[src/rtl/mine_placer.sv]
// Random mine layout generator: streams unique mine coordinates to the board
// memory after a start request, never placing a mine on the excluded field.
module mine_placer #(
    parameter int          MAX_DIM   = 15,
    parameter logic [15:0] LFSR_SEED = 16'hACE1
) (
    input  logic       clk,
    input  logic       rst_n,
    input  logic       start,
    input  logic [1:0] level,
    input  logic [3:0] excl_x,
    input  logic [3:0] excl_y,
    output logic       busy,
    output logic       done,
    output logic       mine_wr,
    output logic [3:0] mine_x,
    output logic [3:0] mine_y,
    output logic [5:0] mine_cnt,
    output logic [3:0] board_dim,
    output logic [5:0] mine_num
);

    localparam logic [3:0]  E_ROW_COLUMN_NUMBER = 4'd8;
    localparam logic [3:0]  M_ROW_COLUMN_NUMBER = 4'd10;
    localparam logic [3:0]  H_ROW_COLUMN_NUMBER = 4'd15;
    localparam logic [5:0]  E_MINE_NUM          = 6'd19;
    localparam logic [5:0]  M_MINE_NUM          = 6'd30;
    localparam logic [5:0]  H_MINE_NUM          = 6'd40;
    localparam logic [15:0] LFSR_MASK           = 16'hB400;
    // An all-zero seed would lock the LFSR up forever.
    localparam logic [15:0] SEED_EFF = (LFSR_SEED == 16'h0000) ? 16'h0001 : LFSR_SEED;

    typedef enum logic [1:0] {
        IDLE  = 2'd0,
        PLACE = 2'd1,
        DONE  = 2'd2
    } state_t;

    state_t               state_reg, state_next;
    logic [15:0]          lfsr_reg, lfsr_next;
    logic                 mine_wr_reg;
    logic [3:0]           mine_x_reg, mine_y_reg;
    logic [5:0]           mine_cnt_reg;
    logic [3:0]           board_dim_reg;
    logic [5:0]           mine_num_reg;
    logic [3:0]           excl_x_reg, excl_y_reg;
    logic [MAX_DIM-1:0]   occ_rows [MAX_DIM];

    logic [3:0]           cand_x, cand_y;
    logic                 in_range, occupied, excl_hit, accept, start_take;
    logic [5:0]           cnt_inc;
    logic [3:0]           level_dim;
    logic [5:0]           level_num;

    assign lfsr_next  = {1'b0, lfsr_reg[15:1]} ^ (lfsr_reg[0] ? LFSR_MASK : 16'h0000);
    assign cand_x     = lfsr_reg[3:0];
    assign cand_y     = lfsr_reg[7:4];
    assign in_range   = (cand_x < board_dim_reg) && (cand_y < board_dim_reg);
    // Only meaningful when in_range; out-of-range reads are masked by accept.
    assign occupied   = occ_rows[cand_y][cand_x];
    assign excl_hit   = (cand_x == excl_x_reg) && (cand_y == excl_y_reg);
    assign accept     = (state_reg == PLACE) && in_range && !occupied && !excl_hit;
    assign start_take = (state_reg == IDLE) && start;
    assign cnt_inc    = mine_cnt_reg + 6'd1;

    always_comb begin
        level_dim = E_ROW_COLUMN_NUMBER;
        level_num = E_MINE_NUM;
        case (level)
            2'd1: begin
                level_dim = M_ROW_COLUMN_NUMBER;
                level_num = M_MINE_NUM;
            end
            2'd2: begin
                level_dim = H_ROW_COLUMN_NUMBER;
                level_num = H_MINE_NUM;
            end
            default: ;
        endcase
    end

    always_comb begin
        state_next = state_reg;
        case (state_reg)
            IDLE:    if (start) state_next = PLACE;
            PLACE:   if (accept && (cnt_inc == mine_num_reg)) state_next = DONE;
            DONE:    state_next = IDLE;
            default: state_next = IDLE;
        endcase
    end

    always_ff @(posedge clk) begin
        if (!rst_n) begin
            state_reg     <= IDLE;
            lfsr_reg      <= SEED_EFF;
            mine_wr_reg   <= 1'b0;
            mine_x_reg    <= 4'd0;
            mine_y_reg    <= 4'd0;
            mine_cnt_reg  <= 6'd0;
            board_dim_reg <= 4'd0;
            mine_num_reg  <= 6'd0;
            excl_x_reg    <= 4'd0;
            excl_y_reg    <= 4'd0;
        end else begin
            state_reg   <= state_next;
            lfsr_reg    <= lfsr_next;
            mine_wr_reg <= accept;
            if (start_take) begin
                board_dim_reg <= level_dim;
                mine_num_reg  <= level_num;
                excl_x_reg    <= excl_x;
                excl_y_reg    <= excl_y;
                mine_cnt_reg  <= 6'd0;
            end
            if (accept) begin
                mine_x_reg   <= cand_x;
                mine_y_reg   <= cand_y;
                mine_cnt_reg <= cnt_inc;
            end
        end
    end

    // Occupancy bitmap, one register row per board row so it can be cleared in one cycle.
    genvar gi;
    generate
        for (gi = 0; gi < MAX_DIM; gi++) begin : g_row
            logic [MAX_DIM-1:0] row_reg;
            always_ff @(posedge clk) begin
                if (!rst_n) begin
                    row_reg <= '0;
                end else if (start_take) begin
                    row_reg <= '0;
                end else if (accept && (cand_y == 4'(gi))) begin
                    row_reg[cand_x] <= 1'b1;
                end
            end
            assign occ_rows[gi] = row_reg;
        end
    endgenerate

    assign busy      = (state_reg != IDLE);
    assign done      = (state_reg == DONE);
    assign mine_wr   = mine_wr_reg;
    assign mine_x    = mine_x_reg;
    assign mine_y    = mine_y_reg;
    assign mine_cnt  = mine_cnt_reg;
    assign board_dim = board_dim_reg;
    assign mine_num  = mine_num_reg;

endmodule

[config.mk]
export PLATFORM = sky130hd
export DESIGN_NAME = mine_placer
export DESIGN_NICKNAME = d
export VERILOG_FILES = /design/src/rtl/mine_placer.sv
export SDC_FILE = /design/constraint.sdc
export NUM_CORES = 1
export LEC_CHECK = 0
export ABC_AREA = 1
export CORE_ASPECT_RATIO = 0.8
export CORE_UTILIZATION = 30
export CTS_CLUSTER_DIAMETER = 80
export CTS_CLUSTER_SIZE = 12
export DETAILED_ROUTE_END_ITERATION = 10
export SLEW_MARGIN = 20
export SYNTH_ARGS = -nofsm -noshare
export SYNTH_HDL_FRONTEND = slang
export SYNTH_SLANG_ARGS = --single-unit
[constraint.sdc]
create_clock -name clk -period 6.6 [get_ports clk]
set_input_delay 1.98 -clock clk [delete_from_list [all_inputs] [get_ports clk]]
set_output_delay 1.98 -clock clk [all_outputs]
set_load 0.005 [all_outputs]
==> impl_metrics.csv <==
group,metric,value,unit
clock_tree,cts_tree,"yes",
timing,slew_headroom,0.207,
min_path,hp-class,"flip-flop to flip-flop",
floorplanning,rows,66,
logic_synthesis,yosysSeqAreaShare,0.437,
grt,grt_pass1_vias,10600,
logic_synthesis,synth.top_cell.area_share,0.437,
logic_synthesis,synth_nets,1873,
worst_setup_path,critPathMaxFanout,109,
grt,gr-total-overflow,0,
layout,largest_register_ffs,225,
clock_tree,clk_path_buf_depth,3,
floorplanning,coreArea,40800,um2
logic_synthesis,synth_area_per_cell,6.74,um2
detailed_routing,routed_via_density,4.91,
floorplanning,start_util,0.306,
outcome,outcome,"finished clean",
timing,fin_crit,4.59,ns
timing,final_max_slew_viol_count,0,
grt,grt_max_degree,110,
logic_synthesis,synth_area_leaders,"dfxtp_1 (44%), nand2_1 (12%), nand3_1 (11%)",
worst_setup_path,required,7.09,ns
job,cap_violations,0,
clock_tree,numCtsBuffers,26,
placed_design,dp_hpwl,21500,um
detailed_routing,drt_drc_violations_left,0,
layout,stdcell_count,2356,
layout,layout_common_cells,"nand2_1 (398), nand3_1 (279), inv_1 (276)",
logic_synthesis,synth_area,12500,um2
timing,setup_viol,0,
grt,grtUsageTotal,0.172,
placed_design,io_buffers,39,
floorplanning,ios,40,
placed_design,placed_cells,2327,
clock_tree,insertion_delay,0.54,ns
detailed_routing,wl_per_cell,15.7,um
layout,layout_commonest_cell,"nand2_1",
clock_tree,clkTransAtPathRegs,0.06,ns
timing,clock_skew,0.0151,ns
grt,grt_pass1_wl,58700,um
timing,hold_viol,0,
timing,whs,0.407,ns
detailed_routing,firstDrtPassIters,9,
floorplanning,die_area,42400,um2
detailed_routing,vias,11600,
layout,fin_nets,1834,
clock_tree,cts.sinks,272,
worst_setup_path,arrival,5.08,ns
layout,n_antenna_cell,0,
logic_synthesis,synthCells,1850,
worst_setup_path,setup.worst_path.end_class,"flip-flop",
timing,max_freq,218,MHz
detailed_routing,antenna_left,0,
power,p_per_area,239,nW/um2
power,max-vdd-ir-drop,0.143,mV
timing,tns,0,ns
layout,syn_to_final_growth,11.5,%
clock_tree,htreeDepth,1,
power,p_leak,0.00495,uW
floorplanning,die_width,230,um
logic_synthesis,ys_ff_latch,272,
placed_design,routabilityCongestion,0.843,
logic_synthesis,yosysWarnings,0,
grt,antenna_found_initial,1,
worst_setup_path,cp-start-kind,"flip-flop",
logic_synthesis,yosysTopAreaCell,"dfxtp_1",
worst_setup_path,path_class,"flip-flop to flip-flop",
clock_tree,ctsHoldBuffers,0,
timing,rsz0062_at_grt,"false",
clock_tree,clockRootBuffer,"clkbuf_16",
detailed_routing,drt-initial-drc-count,976,
detailed_routing,drt-total-wl,36900,um
timing,worst_slew_pin_slew,1.19,ns
floorplanning,die_h,184,um
layout,drive_gt1_frac,0.0430,
clock_tree,cts_setup_buffers,0,
timing,fin_crit_sh,0.696,
logic_synthesis,yosys.cell_types.count,28,
clock_tree,cts_resized,0,
## worst max-delay path, cell delays in order, from the launching register on
cell     delay (ns)
dfxtp_2        0.32
inv_2          0.72
nand2_1        0.63
nor2_1         0.88
buf_4          0.35
nand2_1        0.08
nand3_1        0.07
nor2_1         0.05
nand2_1        0.07
nand2_1        0.05
nand2_1        0.14
o21ai_1        0.09
nand2_1        0.12
nor2_4         0.18
buf_12         0.29
nor2_1         0.23
nand3_1        0.09
nand2_1        0.07
## power by group
| part | leakage [uW] | switching, uW | internal, uW |
|---|---|---|---|
| Combinational | 0.00240 | 199 | 64.4 |
| Clock | 0.000348 | 617 | 756 |
| Sequential | 0.00220 | 21.7 | 1660 |
## synth_stat cells
| cell | number |
|---|---|
| xor2_1 | 7 |
| o21ai_0 | 50 |
| buf_2 | 17 |
| nand3_1 | 279 |
| nand4_1 | 7 |
| dfxtp_1 | 272 |
| a21oi_1 | 250 |
| buf_6 | 2 |
| nor3_1 | 3 |
| ha_1 | 10 |
| o21ai_1 | 11 |
| inv_2 | 2 |
| buf_4 | 30 |
| a21boi_0 | 2 |
| or2_2 | 2 |
| nand2_4 | 1 |
| nand2_2 | 1 |
| nand2_1 | 399 |
| clkbuf_1 | 73 |
| o211ai_1 | 1 |
| nor2_2 | 1 |
| o22ai_1 | 1 |
| a31o_2 | 1 |
| inv_1 | 276 |
| clkinv_1 | 1 |
| buf_1 | 8 |
| xnor2_1 | 7 |
| nor2_1 | 136 |
## final cells by class
class                   count  area [um2]
clock buffers              28         679
clock inverters             1        30.0
fillers                  4369       26900
inverters                 279        1050
multi-input cells        1169        5400
flip-flops and latches    272        5450
well taps                 544         681
repair buffers             63         616
## routing by layer
metal | wire length, um | global-route usage
met1 | 17300 | 0.248
met4 | 863 | 0.0487
met3 | 2380 | 0.0193
met5 | 13 | 0
met2 | 16300 | 0.267
## worst paths after layout
path | start | to | slack, ns | depth (start not counted)
worst max-delay path | lfsr_reg[5] | mine_cnt[1] | 2.01 | 17
worst min-delay path | lfsr_reg[9] | lfsr_reg[8] | 0.41 | 2
worst max register to register | lfsr_reg[5] | mine_cnt[1] | 2.01 | 17
worst min register to register | lfsr_reg[9] | lfsr_reg[8] | 0.41 | 2
## cells by family (layout without fill, tap and decap cells)
family | after synthesis | count (layout) | synth area share
flip-flops | 272 | 272 | 0.437
AO/OA/AOI/OAI | 316 | 316 | 0.128
adder cells (fa/ha/maj) | 10 | 10 | 0.0100
XOR/XNOR | 14 | 14 | 0.00983
buffers and inverters | 409 | 371 | 0.135
AND/OR/NAND/NOR | 829 | 829 | 0.281
## metrics by stage
step           setup slack, ns  utilization  total power, uW  instance area (um2)
4_1_cts                   2.14        0.340             3340                13900
5_1_grt                   1.74        0.341             3430                13900
3_3_place_gp              1.91        0.323             1970                13200
6_report                  2.01        0.341             3320                13900
2_1_floorplan             3.66            -             1880                12500
3_5_place_dp              1.84        0.323             1980                13200
No activity file was read; power rests on OpenSTA's default activity.
